[src/rtl/load_store_unit_pkg.sv]
// Shared types for the load/store unit: access size codes, FSM states, alignment rule.
// Pure declarations; no logic of its own.
package load_store_unit_pkg;

    localparam int LSU_ADDR_W = 5;

    typedef enum logic [1:0] {
        SZ_BYTE = 2'b00,
        SZ_HALF = 2'b01,
        SZ_WORD = 2'b10,
        SZ_ILL  = 2'b11
    } size_e;

    typedef enum logic [1:0] {
        ST_IDLE = 2'd0,
        ST_RD   = 2'd1,
        ST_WR   = 2'd2,
        ST_RESP = 2'd3
    } lsu_state_e;

    function automatic logic is_misaligned(input logic [1:0] size, input logic [1:0] off);
        return (size == SZ_ILL) ||
               ((size == SZ_HALF) && off[0]) ||
               ((size == SZ_WORD) && (off != 2'b00));
    endfunction

endpackage

[src/rtl/load_store_unit_if.sv]
// CPU-side request/response bus and data_mem-side word bus of the load/store unit.
// Request side is valid/ready; response is a single-cycle pulse with no ready.
interface lsu_req_if;
    import load_store_unit_pkg::*;

    logic                  req_valid;
    logic                  req_ready;
    logic                  req_we;
    logic [1:0]            req_size;
    logic                  req_signed;
    logic [LSU_ADDR_W-1:0] req_addr;
    logic [31:0]           req_wdata;
    logic                  resp_valid;
    logic [31:0]           resp_rdata;
    logic                  resp_err;

    modport master (
        output req_valid, req_we, req_size, req_signed, req_addr, req_wdata,
        input  req_ready, resp_valid, resp_rdata, resp_err
    );

    modport slave (
        input  req_valid, req_we, req_size, req_signed, req_addr, req_wdata,
        output req_ready, resp_valid, resp_rdata, resp_err
    );
endinterface

interface lsu_mem_if;
    import load_store_unit_pkg::*;

    logic [LSU_ADDR_W-1:0] mem_addr;
    logic                  mem_rd;
    logic                  mem_wr;
    logic [31:0]           mem_wdata;
    logic [31:0]           mem_rdata;

    modport master (
        output mem_addr, mem_rd, mem_wr, mem_wdata,
        input  mem_rdata
    );

    modport slave (
        input  mem_addr, mem_rd, mem_wr, mem_wdata,
        output mem_rdata
    );
endinterface

[src/rtl/load_store_unit_lane.sv]
// Big-endian lane extract (with zero/sign extension) and lane merge for sub-word stores.
// Purely combinational, zero latency, no flow control.
module lsu_lane
    import load_store_unit_pkg::*;
(
    input  logic [31:0] i_word,
    input  logic [31:0] i_old,
    input  logic [31:0] i_new,
    input  logic [1:0]  i_off,
    input  logic [1:0]  i_size,
    input  logic        i_signed,
    output logic [31:0] o_ext,
    output logic [31:0] o_merge
);

    // Offset 0 is the most significant byte, so the shift is (3 - off) * 8.
    logic [4:0]  w_shift;
    logic [7:0]  w_byte;
    logic [15:0] w_half;

    assign w_shift = {~i_off, 3'b000};

    always_comb begin
        w_byte  = 8'(i_word >> w_shift);
        w_half  = i_off[1] ? i_word[15:0] : i_word[31:16];
        o_ext   = i_word;
        o_merge = i_new;
        case (i_size)
            SZ_BYTE: begin
                o_ext   = {{24{i_signed & w_byte[7]}}, w_byte};
                o_merge = (i_old & ~(32'h0000_00FF << w_shift)) |
                          ({24'h0, i_new[7:0]} << w_shift);
            end
            SZ_HALF: begin
                o_ext   = {{16{i_signed & w_half[15]}}, w_half};
                o_merge = i_off[1] ? {i_old[31:16], i_new[15:0]}
                                   : {i_new[15:0], i_old[15:0]};
            end
            default: begin
                o_ext   = i_word;
                o_merge = i_new;
            end
        endcase
    end

endmodule

[src/rtl/load_store_unit.sv]
// Turns byte/half/word loads and stores into word accesses on data_mem (RMW for sub-word stores).
// Latency: error 1, load/word store 2, sub-word store 3 cycles; req_ready only in IDLE.
module load_store_unit
    import load_store_unit_pkg::*;
#(
    parameter int ADDR_W = LSU_ADDR_W
) (
    input logic       i_clk,
    input logic       i_rst,
    lsu_req_if.slave  req,
    lsu_mem_if.master mem
);

    lsu_state_e r_state;
    lsu_state_e w_next;

    logic [ADDR_W-1:0] r_addr;
    logic [1:0]        r_size;
    logic              r_we;
    logic              r_signed;
    logic [31:0]       r_wdata;
    logic [31:0]       r_old_word;
    logic [31:0]       r_rdata;
    logic              r_err;

    logic        w_accept;
    logic        w_misal;
    logic [31:0] w_ext;
    logic [31:0] w_merge;

    assign w_accept = req.req_valid && (r_state == ST_IDLE);
    assign w_misal  = is_misaligned(req.req_size, req.req_addr[1:0]);

    always_ff @(posedge i_clk) begin
        if (i_rst) r_state <= ST_IDLE;
        else       r_state <= w_next;
    end

    always_comb begin
        w_next = r_state;
        case (r_state)
            ST_IDLE: begin
                if (w_accept) begin
                    if (w_misal)
                        w_next = ST_RESP;
                    else if (req.req_we && (req.req_size == SZ_WORD))
                        w_next = ST_WR;
                    else
                        w_next = ST_RD;
                end
            end
            ST_RD:   w_next = r_we ? ST_WR : ST_RESP;
            ST_WR:   w_next = ST_RESP;
            ST_RESP: w_next = ST_IDLE;
            default: w_next = ST_IDLE;
        endcase
    end

    always_ff @(posedge i_clk) begin
        if (i_rst) begin
            r_addr     <= '0;
            r_size     <= 2'b00;
            r_we       <= 1'b0;
            r_signed   <= 1'b0;
            r_wdata    <= '0;
            r_old_word <= '0;
            r_rdata    <= '0;
            r_err      <= 1'b0;
        end else begin
            if (w_accept) begin
                r_addr   <= req.req_addr;
                r_size   <= req.req_size;
                r_we     <= req.req_we;
                r_signed <= req.req_signed;
                r_wdata  <= req.req_wdata;
                r_rdata  <= '0;
                r_err    <= w_misal;
            end
            // The RD cycle serves both loads and the read half of an RMW.
            if (r_state == ST_RD) begin
                r_old_word <= mem.mem_rdata;
                if (!r_we) r_rdata <= w_ext;
            end
        end
    end

    lsu_lane u_lane (
        .i_word   (mem.mem_rdata),
        .i_old    (r_old_word),
        .i_new    (r_wdata),
        .i_off    (r_addr[1:0]),
        .i_size   (r_size),
        .i_signed (r_signed),
        .o_ext    (w_ext),
        .o_merge  (w_merge)
    );

    assign req.req_ready  = (r_state == ST_IDLE);
    assign req.resp_valid = (r_state == ST_RESP);
    assign req.resp_rdata = (r_state == ST_RESP) ? r_rdata : 32'h0;
    assign req.resp_err   = (r_state == ST_RESP) ? r_err : 1'b0;

    // Reset gates the write so an RMW interrupted in WR never lands in memory.
    assign mem.mem_rd    = (r_state == ST_RD);
    assign mem.mem_wr    = (r_state == ST_WR) && !i_rst;
    assign mem.mem_addr  = ((r_state == ST_RD) || (r_state == ST_WR)) ?
                           {r_addr[ADDR_W-1:2], 2'b00} : '0;
    assign mem.mem_wdata = (r_state == ST_WR) ? w_merge : 32'h0;

endmodule

[src/flat_wrapper.sv]
// flat-port wrapper written by rule: the top's interface ports become plain ports
module load_store_unit_flat import load_store_unit_pkg::*;
#(
    parameter int ADDR_W = LSU_ADDR_W
)
  (i_clk, i_rst, req_req_valid, req_req_we, req_req_size, req_req_signed, req_req_addr, req_req_wdata, req_req_ready, req_resp_valid, req_resp_rdata, req_resp_err, mem_mem_addr, mem_mem_rd, mem_mem_wr, mem_mem_wdata, mem_mem_rdata);
  lsu_req_if req_i ();
  lsu_mem_if mem_i ();
  input logic i_clk;
  input logic i_rst;
  input wire logic [$bits(req_i.req_valid)-1:0] req_req_valid;
  input wire logic [$bits(req_i.req_we)-1:0] req_req_we;
  input wire logic [$bits(req_i.req_size)-1:0] req_req_size;
  input wire logic [$bits(req_i.req_signed)-1:0] req_req_signed;
  input wire logic [$bits(req_i.req_addr)-1:0] req_req_addr;
  input wire logic [$bits(req_i.req_wdata)-1:0] req_req_wdata;
  output wire logic [$bits(req_i.req_ready)-1:0] req_req_ready;
  output wire logic [$bits(req_i.resp_valid)-1:0] req_resp_valid;
  output wire logic [$bits(req_i.resp_rdata)-1:0] req_resp_rdata;
  output wire logic [$bits(req_i.resp_err)-1:0] req_resp_err;
  output wire logic [$bits(mem_i.mem_addr)-1:0] mem_mem_addr;
  output wire logic [$bits(mem_i.mem_rd)-1:0] mem_mem_rd;
  output wire logic [$bits(mem_i.mem_wr)-1:0] mem_mem_wr;
  output wire logic [$bits(mem_i.mem_wdata)-1:0] mem_mem_wdata;
  input wire logic [$bits(mem_i.mem_rdata)-1:0] mem_mem_rdata;
  assign req_i.req_valid = req_req_valid;
  assign req_i.req_we = req_req_we;
  assign req_i.req_size = req_req_size;
  assign req_i.req_signed = req_req_signed;
  assign req_i.req_addr = req_req_addr;
  assign req_i.req_wdata = req_req_wdata;
  assign req_req_ready = req_i.req_ready;
  assign req_resp_valid = req_i.resp_valid;
  assign req_resp_rdata = req_i.resp_rdata;
  assign req_resp_err = req_i.resp_err;
  assign mem_mem_addr = mem_i.mem_addr;
  assign mem_mem_rd = mem_i.mem_rd;
  assign mem_mem_wr = mem_i.mem_wr;
  assign mem_mem_wdata = mem_i.mem_wdata;
  assign mem_i.mem_rdata = mem_mem_rdata;
  load_store_unit #(.ADDR_W(ADDR_W)) u_core (.i_clk(i_clk), .i_rst(i_rst), .req(req_i), .mem(mem_i));
endmodule
[config.mk]
export PLATFORM = sky130hd
export DESIGN_NAME = load_store_unit_flat
export DESIGN_NICKNAME = d
export VERILOG_FILES = /design/src/rtl/load_store_unit_pkg.sv /design/src/rtl/load_store_unit_if.sv /design/src/rtl/load_store_unit_lane.sv /design/src/rtl/load_store_unit.sv /design/src/flat_wrapper.sv
export SDC_FILE = /design/constraint.sdc
export NUM_CORES = 1
export LEC_CHECK = 0
export CAP_MARGIN = 15
export CORE_ASPECT_RATIO = 1.25
export CORE_MARGIN = 4
export CORE_UTILIZATION = 30
export CTS_CLUSTER_DIAMETER = 150
export DETAILED_ROUTE_END_ITERATION = 16
export SLEW_MARGIN = 20
export SYNTH_ARGS = -nofsm -noshare
export SYNTH_HDL_FRONTEND = slang
export SYNTH_SLANG_ARGS = --single-unit
[constraint.sdc]
create_clock -name i_clk -period 4.5 [get_ports i_clk]
set_input_delay 0.675 -clock i_clk [delete_from_list [all_inputs] [get_ports i_clk]]
set_output_delay 0.675 -clock i_clk [all_outputs]
set_load 0.005 [all_outputs]
==> metrics.md, run 1 <==
| Metric | Value |
|---|---|
| Unrepaired setup endpoints after global routing | `no` |
| Tmin final | `3.35 ns` |
| Sw power | `1.38 mW` |
| Hold Fails Final Rpt | `0` |
| Share of the synthesized area in the top cell type | `0.391` |
| Area of the die | `20700 µm²` |
| Post-cts resize count | `0` |
| Mapped cell area | `5520 µm²` |
| Worst setup SP type | `flop` |
| Combinational power share | `0.406` |
| Chip width | `between 100 and 150 µm` |
| Final non-filler cell area | `7370 µm²` |
| Mapped Cells | `680` |
| DR top layer | `met4` |
| CTS tree | `built` |
| Final #Nets | `867` |
| Initial antenna violation count | `0` |
| WL met1 | `around 8400 µm` |
| Antenna Cells | `0` |
| Cell Int Power | `2.28 mW` |
| Max VDD drop | `between 0.15 and 0.2 mV` |
| Top-count cell post-synth | `nand2_1` |
| Flop pwr share | `0.370` |
| DP Area | `roughly 7100 µm²` |
| Die Y | `160 µm` |
| Setup TNS | `0 ns` |
| Leakage | `approximately 2.7 nW` |
| First-pass DRT Iterations | `5` |
| Top FF cell, synth | `dfxtp_1` |
| Period utilization | `0.744` |
| First-pass GRT wire length | `28600 µm` |
| Async SR Flop Fraction | `0` |
| Max Slew Vio Count | `0` |
| Clk pwr share | `0.223` |
| Row cnt | `55` |
| Sequential-to-total area share from yosys stat | `0.391` |
| Post-CTS Hold Buffers | `0` |
| Via count | `5163` |
| Peak fanout along the critical path | `33` |
| Hpwl dp | `13600 µm` |
| Initial core utilization | `0.305` |
| Met3 wire length | `1240 µm` |
| Met2 wire len | `8650 µm` |
| Pin count of the biggest net entering global routing | `slightly above 60` |
| Sw frac | `0.376` |
| CP Class | `reg2out` |
| Post-detailed-route count of antenna-violating nets | `0` |
| Post-synth EDFFs | `0` |
| Worst skew pair latency | `0.36 ns` |
| Fmax | `299 MHz` |
| Warnings, synthesis | `0` |
| Vias in the first global route | `between 4000 and 5000` |
| Avg Vias per Cell | `between 5 and 6` |
| Synth top area cells | `dfxtp_1 39%, a21oi_1 9.7%, mux2i_1 9.2%, nand2_1 7.8%, and2_1 4.2%` |
| Area grow syn2layout | `33.5%` |
| Postcts setup bufs | `0` |
| RD Place Congestion | `between 0.8 and 0.9` |
| #FFs+latches synth | `between 100 and 150` |
| Synth cell count leaders | `115 x nand2_1, 108 x dfxtp_1, 107 x a21oi_1, 51 x mux2i_1, 40 x nor2_1` |
| Synth unique cells | `between 40 and 50` |
| Num CTS Buffers | `9` |
| GRT Residual Overflow | `0` |
| Longest Clk Path Bufs | `2` |
| Clk pin slew, worst setup/hold paths | `approximately 0.07 ns` |
| HP Class | `reg2reg` |
| Endpoints failing setup | `0` |
| CP arrival | `between 2 and 3 ns` |
| Utilization after layout | `0.407` |
| Power Density | `497 nW/µm²` |
| Wirelength per Cell | `18.5 µm` |
| Post-Route WL | `18800 µm` |
| PortBufs | `147` |
| Io pins | `150` |
| Least-Margin Pin Slew | `1.02 ns` |
| Post-Route Skew | `0.00975 ns` |
| Layout cells sized above 1 | `0.0733` |
| CP Data Required Time | `3.83 ns` |
| Drc violations | `0` |
| Total track usage | `0.178` |
| Max Cap Viol | `0` |
| CP Capture Type | `output port` |
| Sink Count | `108` |
| Starting DRC count in detailed routing | `about 420` |
| Clock root buffer | `clkbuf_16` |
| H-tree depth | `3` |
| Slew margin rel. | `0.316` |
| Status | `completed` |
| Synthesized area per cell | `approximately 8.1 µm²` |
| Core area | `roughly 18000 µm²` |
| Most area-hungry cell type in the Yosys netlist | `dfxtp_1` |
[metrics by stage]
stage | instances | hold WS (ns) | setup slack [ns] | power, mW
detailed placement | 1003 | 0.445 | 1.51 | 2.87
CTS | 1019 | 0.454 | 1.12 | 3.69
finish | 1019 | 0.453 | 1.15 | 3.66
global placement | 1003 | 0.439 | 1.60 | 2.87
global route | 1019 | 0.474 | 0.913 | 3.90
floorplan | 681 | 0.432 | 2.38 | 2.37
[layout make-up]
type | count | area, µm²
well taps | 228 | 285
clock inverters | 3 | 46.3
clock buffers | 13 | 250
flip-flops and latches | 108 | 2160
multi-input cells | 497 | 3040
inverters | 13 | 48.8
repair buffers | 157 | 1540
fillers | 1857 | 10700
[worst max-delay path, stage by stage, from the launching register on]
cell	delay, ns
dfxtp_1	0.32
buf_4	0.24
inv_1	0.76
o21ai_0	0.22
a21oi_1	0.23
clkdlybuf4s50_1	0.53
[flip-flops by register name, indices dropped and copies added, names as in the netlist]
signal             cells
u_core.r_size          2
u_core.r_addr          5
u_core.r_state         2
u_core.r_wdata        32
u_core.r_err           1
u_core.r_signed        1
u_core.r_rdata        32
u_core.r_we            1
u_core.r_old_word     32
[metal layers]
metal,GRT usage,vias to the layer above
met5,0,-
met4,0.0807,0
met3,0.0308,32
met2,0.275,182
met1,0.242,2386
li1,-,2563
[power by group through the flow]
| stage | registers (mW) | logic (mW) | clock network [mW] |
|---|---|---|---|
| 4_1_cts | 1.35 | 1.50 | 0.834 |
| 3_3_place_gp | 1.38 | 1.49 | 0 |
| 3_5_place_dp | 1.37 | 1.50 | 0 |
| 5_1_grt | 1.38 | 1.65 | 0.868 |
| 6_report | 1.36 | 1.49 | 0.819 |
| 2_1_floorplan | 1.30 | 1.07 | 0 |
[final timing paths]
path	start	endpoint	cells after the start	slack, ns
worst max-delay path	u_core.r_size[1]$_SDFFE_PP0P_	mem_mem_wdata[27]	5	1.15
worst min-delay path	u_core.r_wdata[21]$_SDFFE_PP0P_	u_core.r_wdata[21]$_SDFFE_PP0P_	2	0.45
worst max register to register	u_core.r_size[1]$_SDFFE_PP0P_	u_core.r_rdata[19]$_SDFF_PP0_	4	2.26
worst min register to register	u_core.r_wdata[21]$_SDFFE_PP0P_	u_core.r_wdata[21]$_SDFFE_PP0P_	2	0.45
[kinds of logic (layout without fill, tap and decap cells)]
kind of cell / Yosys count / count (layout) / share of synthesized area
compound gates: 197 / 197 / 0.231
fa+ha+maj: 5 / 5 / 0.0113
buf+inv: 76 / 186 / 0.0609
flops: 108 / 108 / 0.391
mux: 60 / 60 / 0.112
other cells: 1 / 2 / 0.000679
simple gates: 233 / 233 / 0.193
[cell usage in the layout, fill, tap and decap left out, types with 2 or more instances in the layout]
cell type / instances
clkdlybuf4s50_1: 146
nand2_1: 114
dfxtp_1: 108
a21oi_1: 107
mux2i_1: 51
nor2_1: 40
and2_1: 37
o21ai_0: 20
a22oi_1: 15
inv_1: 13
a211oi_1: 13
nor2b_1: 12
buf_4: 11
a211oi_2: 10
clkbuf_16: 9
or2_2: 8
nand2b_1: 8
a222oi_1: 8
a311oi_1: 8
nand3_1: 8
mux2_2: 7
a22o_1: 4
ha_1: 4
clkbuf_1: 3
mux2i_2: 2
a32oi_1: 2
conb_1: 2
Note: power is estimated with default switching activity, not from simulation.
==> run 2: changes to the inputs <==
- clock period: 4.5 -> 3.1 ns (I/O delays scaled with it)
==> run 2 against run 1 <==
Die area unchanged. Clock-buffer cell count is 3 higher. Sequential power up 44%. Cell area rose by 1.6%. Via count increased by 1.9%. First-iteration DRC count down 16%. Sequential share of layout area fell by 0.43 points. Cell count is 0.88% higher. Combinational power increased by 53%. Non-clock buffer count up 9. Core utilization increased by 0.64 points. Power is 48% higher. Critical endpoint is now mem_mem_wdata[15]. Highest routed layer unchanged.
==> metrics.md, run 2 (synthesis results as in run 1) <==
| Metric | Value |
|---|---|
| Status | `completed (unchanged)` |
| Final #Nets | `876 (was 867)` |
| Post-CTS Hold Buffers | `0 (unchanged)` |
| H-tree depth | `3 (unchanged)` |
| Peak fanout along the critical path | `14 (was 33)` |
| CP arrival | `2.46 ns (was 2.67 ns)` |
| Fillcell total | `1864 (was 1857)` |
| Initial core utilization | `0.305 (unchanged)` |
| Slowest-stage cell, CP | `clkdlybuf4s50_1 (was inv_1)` |
| CP Class | `reg2out (unchanged)` |
| Row cnt | `55 (unchanged)` |
| Final Hold Slack | `0.451 ns (was 0.453 ns)` |
| CP Capture Type | `output port (unchanged)` |
| Buffers & Inverters on Critical Path | `5 (was 3)` |
| Chip width | `129 µm (unchanged)` |
| Delay-heaviest family, CP | `buffers and inverters (unchanged)` |
| Via count | `5262 (was 5163)` |
| Most frequent cells in the layout | `146 x clkdlybuf4s50_1, 114 x nand2_1, 107 x a21oi_1, 107 x dfxtp_1, 51 x mux2i_1 (was 146 x clkdlybuf4s50_1, 114 x nand2_1, 108 x dfxtp_1)` |
| Sink Count | `108 (unchanged)` |
| CP Data Required Time | `2.63 ns (was 3.83 ns)` |
| Longest Clk Path Bufs | `2 (unchanged)` |
| Max Slew Vio Count | `0 (unchanged)` |
| HP Class | `reg2reg (unchanged)` |
| Io pins | `150 (unchanged)` |
| Max Cap Viol | `0 (unchanged)` |
| Crit path cell chain | `inv_1 -> ha_1 -> buf_4 -> nand2_1 -> nor2_1 -> buf_4 -> a222oi_1 -> inv_1 -> clkdlybuf4s50_1 (was buf_4 -> inv_1 -> o21ai_0 -> a21oi_1 -> clkdlybuf4s50_1)` |
| First-pass DRT Iterations | `5 (unchanged)` |
| Initial antenna violation count | `0 (unchanged)` |
| Dpl cells | `1012 (was 1003)` |
| GRT Residual Overflow | `0 (unchanged)` |
| Die Y | `160 µm (unchanged)` |
| Num CTS Buffers | `9 (unchanged)` |
| Period utilization | `0.944` |
| PortBufs | `147 (unchanged)` |
| Post-route insts no fill | `1028 (was 1019)` |
| First-pass GRT wire length | `29600 µm (was 28600 µm)` |
| CP peak stage delay | `0.46 ns (was 0.76 ns)` |
| Largest regs | `u_core.r_old_word: 32 flops, u_core.r_rdata: 32 flops, u_core.r_wdata: 32 flops (unchanged)` |
| Vias in the first global route | `5058 (was 4957)` |
| Worst skew pair latency | `0.36 ns (about the same)` |
| Commonest non-fill, non-tap cell in the layout | `clkdlybuf4s50_1 (unchanged)` |
| Max VDD drop | `0.380 mV (was 0.192 mV)` |
| Clk pin slew, worst setup/hold paths | `0.07 ns (about the same)` |
| Layout cells sized above 1 | `0.0875 (was 0.0733)` |
| Post-Route Skew | `0.00962 ns (was 0.00975 ns)` |
| Antenna Cells | `0 (unchanged)` |
| Unrepaired setup endpoints after global routing | `no (unchanged)` |
| Leakage | `2.73 nW (was 2.66 nW)` |
| Hold Fails Final Rpt | `0 (unchanged)` |
| Starting DRC count in detailed routing | `357 (was 423)` |
| Endpoints failing setup | `0 (unchanged)` |
| Core area | `18100 µm² (unchanged)` |
| Post-cts resize count | `0 (unchanged)` |
| Post-detailed-route count of antenna-violating nets | `0 (unchanged)` |
| Postcts setup bufs | `0 (unchanged)` |
| Post-Route WL | `19400 µm (was 18800 µm)` |
| Avg Vias per Cell | `5.12 (was 5.07)` |
| RD Place Congestion | `0.831 (was 0.840)` |
| Wirelength per Cell | `18.9 µm (was 18.5 µm)` |
| Least-Margin Pin Slew | `0.751 ns (was 1.02 ns)` |
| Pin count of the biggest net entering global routing | `50 (was 61)` |
| Fmax | `342 MHz` |
| Tmin final | `2.93 ns` |
| Setup TNS | `0 ns (unchanged)` |
| Drc violations | `0 (unchanged)` |
| CTS tree | `built (unchanged)` |
| Worst setup SP type | `flop (unchanged)` |
| Utilization after layout | `0.414 (was 0.407)` |
| Total track usage | `0.186 (was 0.178)` |
| Power Density | `724 nW/µm² (was 497 nW/µm²)` |
| Area grow syn2layout | `35.6% (was 33.5%)` |
| Hpwl dp | `14100 µm (was 13600 µm)` |
| Power, Total | `5.42 mW (was 3.66 mW)` |
| Slew margin rel. | `0.499 (was 0.316)` |
| Clock root buffer | `clkbuf_16 (unchanged)` |
| Area of the die | `20700 µm² (unchanged)` |
-- run 2: cell type report --
cell class | count | area, µm² | share of cell area
multi-input combinational | 497 | 3040 | 0.406
tap | 228 | 285 | 0.0381
timing repair buffer | 166 | 1650 | 0.220
clock buffer | 16 | 302 | 0.0403
inverter | 13 | 48.8 | 0.00652
sequential | 108 | 2160 | 0.289
-- run 2: through the flow --
| stage | setup WS [ns] | cell area (µm²) |
|---|---|---|
| after floorplan | 1.19 | 5530 |
| after global placement | 0.539 | 7180 |
| after detailed placement | 0.490 | 7180 |
| after CTS | 0.0930 | 7480 |
| after global routing | 0.00189 | 7490 |
| final | 0.175 | 7490 |
-- run 2: layer usage --
| metal | vias up | share of wire | GRT usage |
|---|---|---|---|
| met4 | 0 | 0.025 | 0.0769 |
| li1 | 2577 | - | - |
| met5 | - | 0 | 0 |
| met1 | 2475 | 0.46 | 0.260 |
| met3 | 25 | 0.056 | 0.0231 |
| met2 | 185 | 0.46 | 0.287 |
-- run 2: worst paths after layout --
| path | slack (ns) | from | cells past startpoint | end |
|---|---|---|---|---|
| setup / recovery | 0.17 | u_core.r_state[0]$_SDFFE_PP0P_ | 9 | mem_mem_wdata[15] |
| hold reg to reg | 0.45 | u_core.r_addr[4]$_SDFFE_PP0P_ | 2 | u_core.r_addr[4]$_SDFFE_PP0P_ |
| setup reg to reg | 0.89 | u_core.r_addr[1]$_SDFFE_PP0P_ | 5 | u_core.r_rdata[17]$_SDFF_PP0_ |
| hold / removal | 0.45 | u_core.r_addr[4]$_SDFFE_PP0P_ | 2 | u_core.r_addr[4]$_SDFFE_PP0P_ |
-- run 2: report_power, final --
part	internal [mW]	total, mW	switching, mW
Clock	0.657	1.17	0.517
Sequential	1.73	1.96	0.231
Combinational	1.00	2.28	1.28
Total	3.39	5.42	2.03
-- run 2: worst reg2reg max path, cell delays in order (launching register included) --
cell and delay, ns:
dfxtp_1 0.53, buf_4 0.34, mux2i_2 0.31, mux2i_2 0.13, a31oi_4 0.59, a211oi_1 0.16
==> run 3: changes to the inputs <==
- SKIP_CTS_REPAIR_TIMING: not set -> 1
==> results of run 3 <==
No change in the layout: final DEF, timing and power equal those of run 2.
